--- config.mk ---
export PLATFORM = sky130hd
export DESIGN_NAME = ghost_rand_gen
export DESIGN_NICKNAME = d
export VERILOG_FILES = /design/src/rtl/ghost_rand_gen.sv
export SDC_FILE = /design/constraint.sdc
export NUM_CORES = 1
export LEC_CHECK = 0
export ABC_AREA = 1
export CAP_MARGIN = 20
export CORE_MARGIN = 10
export CORE_UTILIZATION = 51
export CTS_BUF_LIST = sky130_fd_sc_hd__clkbuf_8
export CTS_CLUSTER_SIZE = 24
export DETAILED_ROUTE_END_ITERATION = 8
export PLACE_DENSITY = 0.76
export SLEW_MARGIN = 10
export SYNTH_ARGS = -nofsm -noshare
export SYNTH_HDL_FRONTEND = slang
export SYNTH_SLANG_ARGS = --single-unit
--- constraint.sdc ---
create_clock -name clk -period 0.92 [get_ports clk]
set_input_delay 0.138 -clock clk [delete_from_list [all_inputs] [get_ports clk]]
set_output_delay 0.138 -clock clk [all_outputs]
set_load 0.01 [all_outputs]
--- src/rtl/ghost_rand_gen.sv ---
// ghost_rand_gen: per-channel 16-bit Fibonacci LFSRs with registered on-request sampling.
// Define GHOST_RAND_RANGE_LIMIT_EN to fold each sample below LIMIT with one subtraction.
module ghost_rand_gen #(
  parameter int WIDTH    = 10,
  parameter int CHANNELS = 5,
  parameter int LIMIT    = 640
) (
  input  logic                      clk,
  input  logic                      rst,
  input  logic                      en,
  input  logic [CHANNELS-1:0]       req,
  input  logic                      seed_load,
  input  logic [15:0]               seed_data,
  output logic [CHANNELS*WIDTH-1:0] rand_out,
  output logic [CHANNELS-1:0]       rand_valid
);
  localparam logic [15:0] SEED = 16'hACE1;
  if (WIDTH < 4 || WIDTH > 16 || CHANNELS < 1 || CHANNELS > 8 ||
      LIMIT <= (1 << (WIDTH - 1)) || LIMIT > (1 << WIDTH)) begin : g_bad
    $error("ghost_rand_gen: illegal parameters");
  end
  for (genvar c = 0; c < CHANNELS; c++) begin : g_ch
    localparam logic [15:0] MIX = 16'(c * 32'h1357);
    // A zero state would lock the LFSR, so any zero seed falls back to SEED.
    localparam logic [15:0] DEF = ((SEED ^ MIX) == 16'h0000) ? SEED : (SEED ^ MIX);
    logic [15:0]      r_state;
    logic [WIDTH-1:0] r_sample;
    logic             r_valid;
    logic [15:0]      w_mixed;
    logic [15:0]      w_load;
    logic [15:0]      w_next;
    logic [WIDTH-1:0] w_raw;
    logic [WIDTH-1:0] w_red;
    assign w_mixed = seed_data ^ MIX;
    assign w_load  = (w_mixed == 16'h0000) ? SEED : w_mixed;
    assign w_next  = {r_state[14:0], r_state[15] ^ r_state[13] ^ r_state[12] ^ r_state[10]};
    assign w_raw   = r_state[WIDTH-1:0];
`ifdef GHOST_RAND_RANGE_LIMIT_EN
    localparam logic [WIDTH:0] LIM = (WIDTH + 1)'(LIMIT);
    logic [WIDTH:0] w_diff;
    // Borrow out of the subtraction means the raw value is already below LIMIT.
    assign w_diff = {1'b0, w_raw} - LIM;
    assign w_red  = w_diff[WIDTH] ? w_raw : w_diff[WIDTH-1:0];
`else
    assign w_red  = w_raw;
`endif
    always_ff @(posedge clk) begin
      if (rst) begin
        r_state  <= DEF;
        r_sample <= '0;
        r_valid  <= 1'b0;
      end else begin
        r_state <= seed_load ? w_load : (en ? w_next : r_state);
        r_valid <= req[c];
        if (req[c]) r_sample <= w_red;
      end
    end
    assign rand_out[c*WIDTH +: WIDTH] = r_sample;
    assign rand_valid[c]              = r_valid;
  end
endmodule

==> results.py, run 1 <==
metrics = {
    "cts": {
        "cts.path.max_buffers": 2,
        "clk_latency_ps": 460,
        "clk_pin_slew_ps": 80,
        "cts_tree": "yes",
        "cts_made_buffers": 17,
        "clock-root-buffer": "clkbuf_8",
        "cts_htree_levels": 4,
        "clock_sink_count": 135,
    },
    "critical_path": {
        "crit_family": "flip-flops",
        "regToRegStartpoint": "g_ch[4].r_state[10]",
        "r2r_end": "g_ch[4].r_state[0]",
        "reg2reg_slack_ps": -110,
        "startpoint_type": "flip-flop",
        "cp.depth": 1,
        "path_class": "flip-flop to primary output",
        "r2r_cells": 6,
        "cp_cell_sequence": "buf_6",
        "worstSetupEndpointType": "primary output",
        "critPathArrivalTime_ps": 910,
        "cp_max_fo": 2,
        "critPathSlowestCell": "dfxtp_2",
        "slowest_delay_ps": 350,
        "cp_num_buf_inv": 1,
        "required_ps": 780,
    },
    "drt": {
        "wl_met1_um": 7720,
        "drc": 0,
        "wl_met2_um": 8690,
        "dr_wl_met3_um": 1220,
        "ant_nets": 0,
        "routed_wl_um": 18000,
        "dr_total_vias": 5838,
        "post_drt_wl_per_cell_um": 16.8,
        "drt_iter0_drc": 615,
        "top_layer_used": "met4",
        "dr.pass1.iters": 6,
        "vias_per_cell": 5.45,
    },
    "pwr": {
        "p_leak_uw": 0.00362,
        "total_power_uw": 14100,
        "powerDensity_nw_per_um2": 1760,
        "ir_drop_v": 0.00147,
    },
    "timing": {
        "period_share_pct": 114,
        "fin_skew_ps": 9.15,
        "period_needed_ps": 1050,
        "setup_ws_ps": -131,
        "whs_ps": 140,
        "tns_ps": -6440,
        "slew_headroom_pct": 75.8,
        "rsz0062_at_grt": "true",
        "hold_viol_final": 0,
        "worst_pin_slew_ps": 363,
        "final-setup-viol-count": 58,
        "slew_viol_final": 0,
        "fmax_mhz": 952,
    },
    "finish": {
        "drive_above_1_share_pct": 34.2,
        "multi_input_area_sq_um": 2830,
        "seqCellArea_sq_um": 2790,
        "stdcell_count": 1072,
        "diodes": 0,
        "syn2layout_area_growth_pct": 39.9,
        "fill_cells": 858,
        "nNetsFinal": 944,
    },
    "yosys": {
        "synth_cell_types": 37,
        "synth_simple_gate_area_share_pct": 21.8,
        "synth_fp_nets": 805,
        "synth_ff_type": "dfxtp_1",
        "synth_compound_area_share_pct": 22.7,
        "ys_warn_count": 0,
        "syn_area_per_cell_sq_um": 7.36,
        "yosysTopAreaCell": "dfxtp_1",
        "synthCells": 780,
        "synth_most_common_cell": "dfxtp_1",
        "synth_async_sr_flop_share_pct": 0,
        "synthAdderAreaFrac_pct": 0,
        "netlist_top_cells_count": "dfxtp_1 (135), nor2_1 (129), nand2_1 (122), o21ai_0 (116), a21oi_1 (90)",
        "yosysSeqAreaShare_pct": 47.1,
        "synth_xor_area_share_pct": 0.915,
        "synth_top_family_by_area": "compound AO/OA/AOI/OAI gates",
        "synth_area_sq_um": 5740,
        "synth_edf_count": 0,
        "synth.area.mux_share_pct": 0,
        "yosysTopAreaCellShare_pct": 47.1,
        "synth_area_leaders": "dfxtp_1 (47%), o21ai_0 (10%), nor2_1 (8.4%)",
        "synth_seq_cells": 135,
    },
    "run": {
        "drv_cap": 0,
    },
    "grt": {
        "antenna_found_initial": 0,
        "grt_overflow": 0,
        "grt_usage_pct": 21.9,
        "grt_pass1_vias": 5701,
        "grt_pass1_wl_um": 28700,
        "grt_max_degree": 33,
    },
    "die": {
        "die_width_um": 126,
        "row_count": 38,
        "coreArea_sq_um": 10900,
        "io_pins": 80,
        "start_util_pct": 52.5,
        "die_h_um": 126,
        "die_area_sq_um": 15900,
    },
    "worst_hold_path": {
        "min_to": "g_ch[1].r_state[9]",
        "hold_depth": 3,
        "hp-start": "seed_load",
        "hp-class": "input port to flip-flop",
    },
    "placed_design": {
        "hpwlAfterDp_um": 12800,
        "dp_slack_ps": -771,
        "port_buffers": 79,
        "dp.cells": 1034,
        "gp_congestion": 0.914,
    },
    "run_status": {
        "status": "complete, but fails checks",
        "violations": "negative setup slack",
    },
}
-- sequential cells by signal, summed over array words and instances, names as in the netlist --
signal,count
g_ch.r_sample,50
g_ch.r_state,80
g_ch.r_valid,5
-- worst max path at each step --
stage	start	slack, ps	to
CTS	g_ch[2].r_sample[3]	-140	rand_out[23]
finish	g_ch[2].r_sample[3]	-130	rand_out[23]
detailed placement	en	-770	g_ch[4].r_state[8]
global placement	en	-750	g_ch[4].r_state[8]
global route	g_ch[1].r_sample[5]	-150	rand_out[15]
floorplan	seed_load	-20	g_ch[1].r_state[7]
-- logic make-up after synthesis --
group	Yosys count
AND/OR/NAND/NOR	298
flip-flops	135
buffers and inverters	95
AO/OA/AOI/OAI	246
XOR/XNOR	6
-- cell usage in the layout, fill, tap and decap left out, drive strengths merged, types with 6 or more instances in the layout --
master       count
nand3           26
clkinv           6
buf            151
dfxtp          135
o21ai          131
dlygate4sd2     14
nand2          124
a21oi           90
nor2           138
o211ai          11
clkbuf          22
inv             44
-- power breakdown --
| part | leakage [uW] | internal (uW) | total, uW | switching [uW] |
|---|---|---|---|---|
| clock network | 0.000210 | 2530 | 4870 | 2340 |
| logic | 0.00228 | 1220 | 2530 | 1310 |
| registers | 0.00114 | 6360 | 6730 | 367 |
-- area by class of cell --
cell class                 instances  area share [%]
multi-input combinational        550            35.3
sequential                       135            34.8
timing repair buffer             175            20.9
clock buffer                      19            3.26
tap                              140            2.18
inverter                          40            1.96
clock inverter                    13            1.65
-- through the flow --
stage	utilization, %	cell area [sq um]
floorplan	-	5780
global placement	66.2	7240
detailed placement	66.2	7240
CTS	72.2	7900
global route	73.4	8030
finish	73.4	8030
-- what timing repair did --
action / in CTS / in global routing
resized for setup: 390 / 43
setup buffers: 4 / 2
hold buffers: 0 / 0
pin swaps: 32 / 11
endpoints found under the setup margin: 144 / 85
gates cloned: 0 / 0
-- per-layer routing --
metal | track usage, % | up-vias
met3 | 6.00 | 30
met4 | 8.51 | 0
li1 | - | 2863
met1 | 26.2 | 2729
met5 | 0 | -
met2 | 36.4 | 216
Power figures use the tool's default switching activity.
==> run 2: changes to the inputs <==
--- a/config.mk
+++ b/config.mk
@@ -10,7 +10,7 @@
 export CORE_MARGIN = 10
 export CORE_UTILIZATION = 51
 export CTS_BUF_LIST = sky130_fd_sc_hd__clkbuf_8
-export CTS_CLUSTER_SIZE = 24
+export CTS_CLUSTER_SIZE = 20
 export DETAILED_ROUTE_END_ITERATION = 8
 export PLACE_DENSITY = 0.76
 export SLEW_MARGIN = 10
==> results of run 2 <==
Final layout, timing and power as in run 1 (identical DEF).
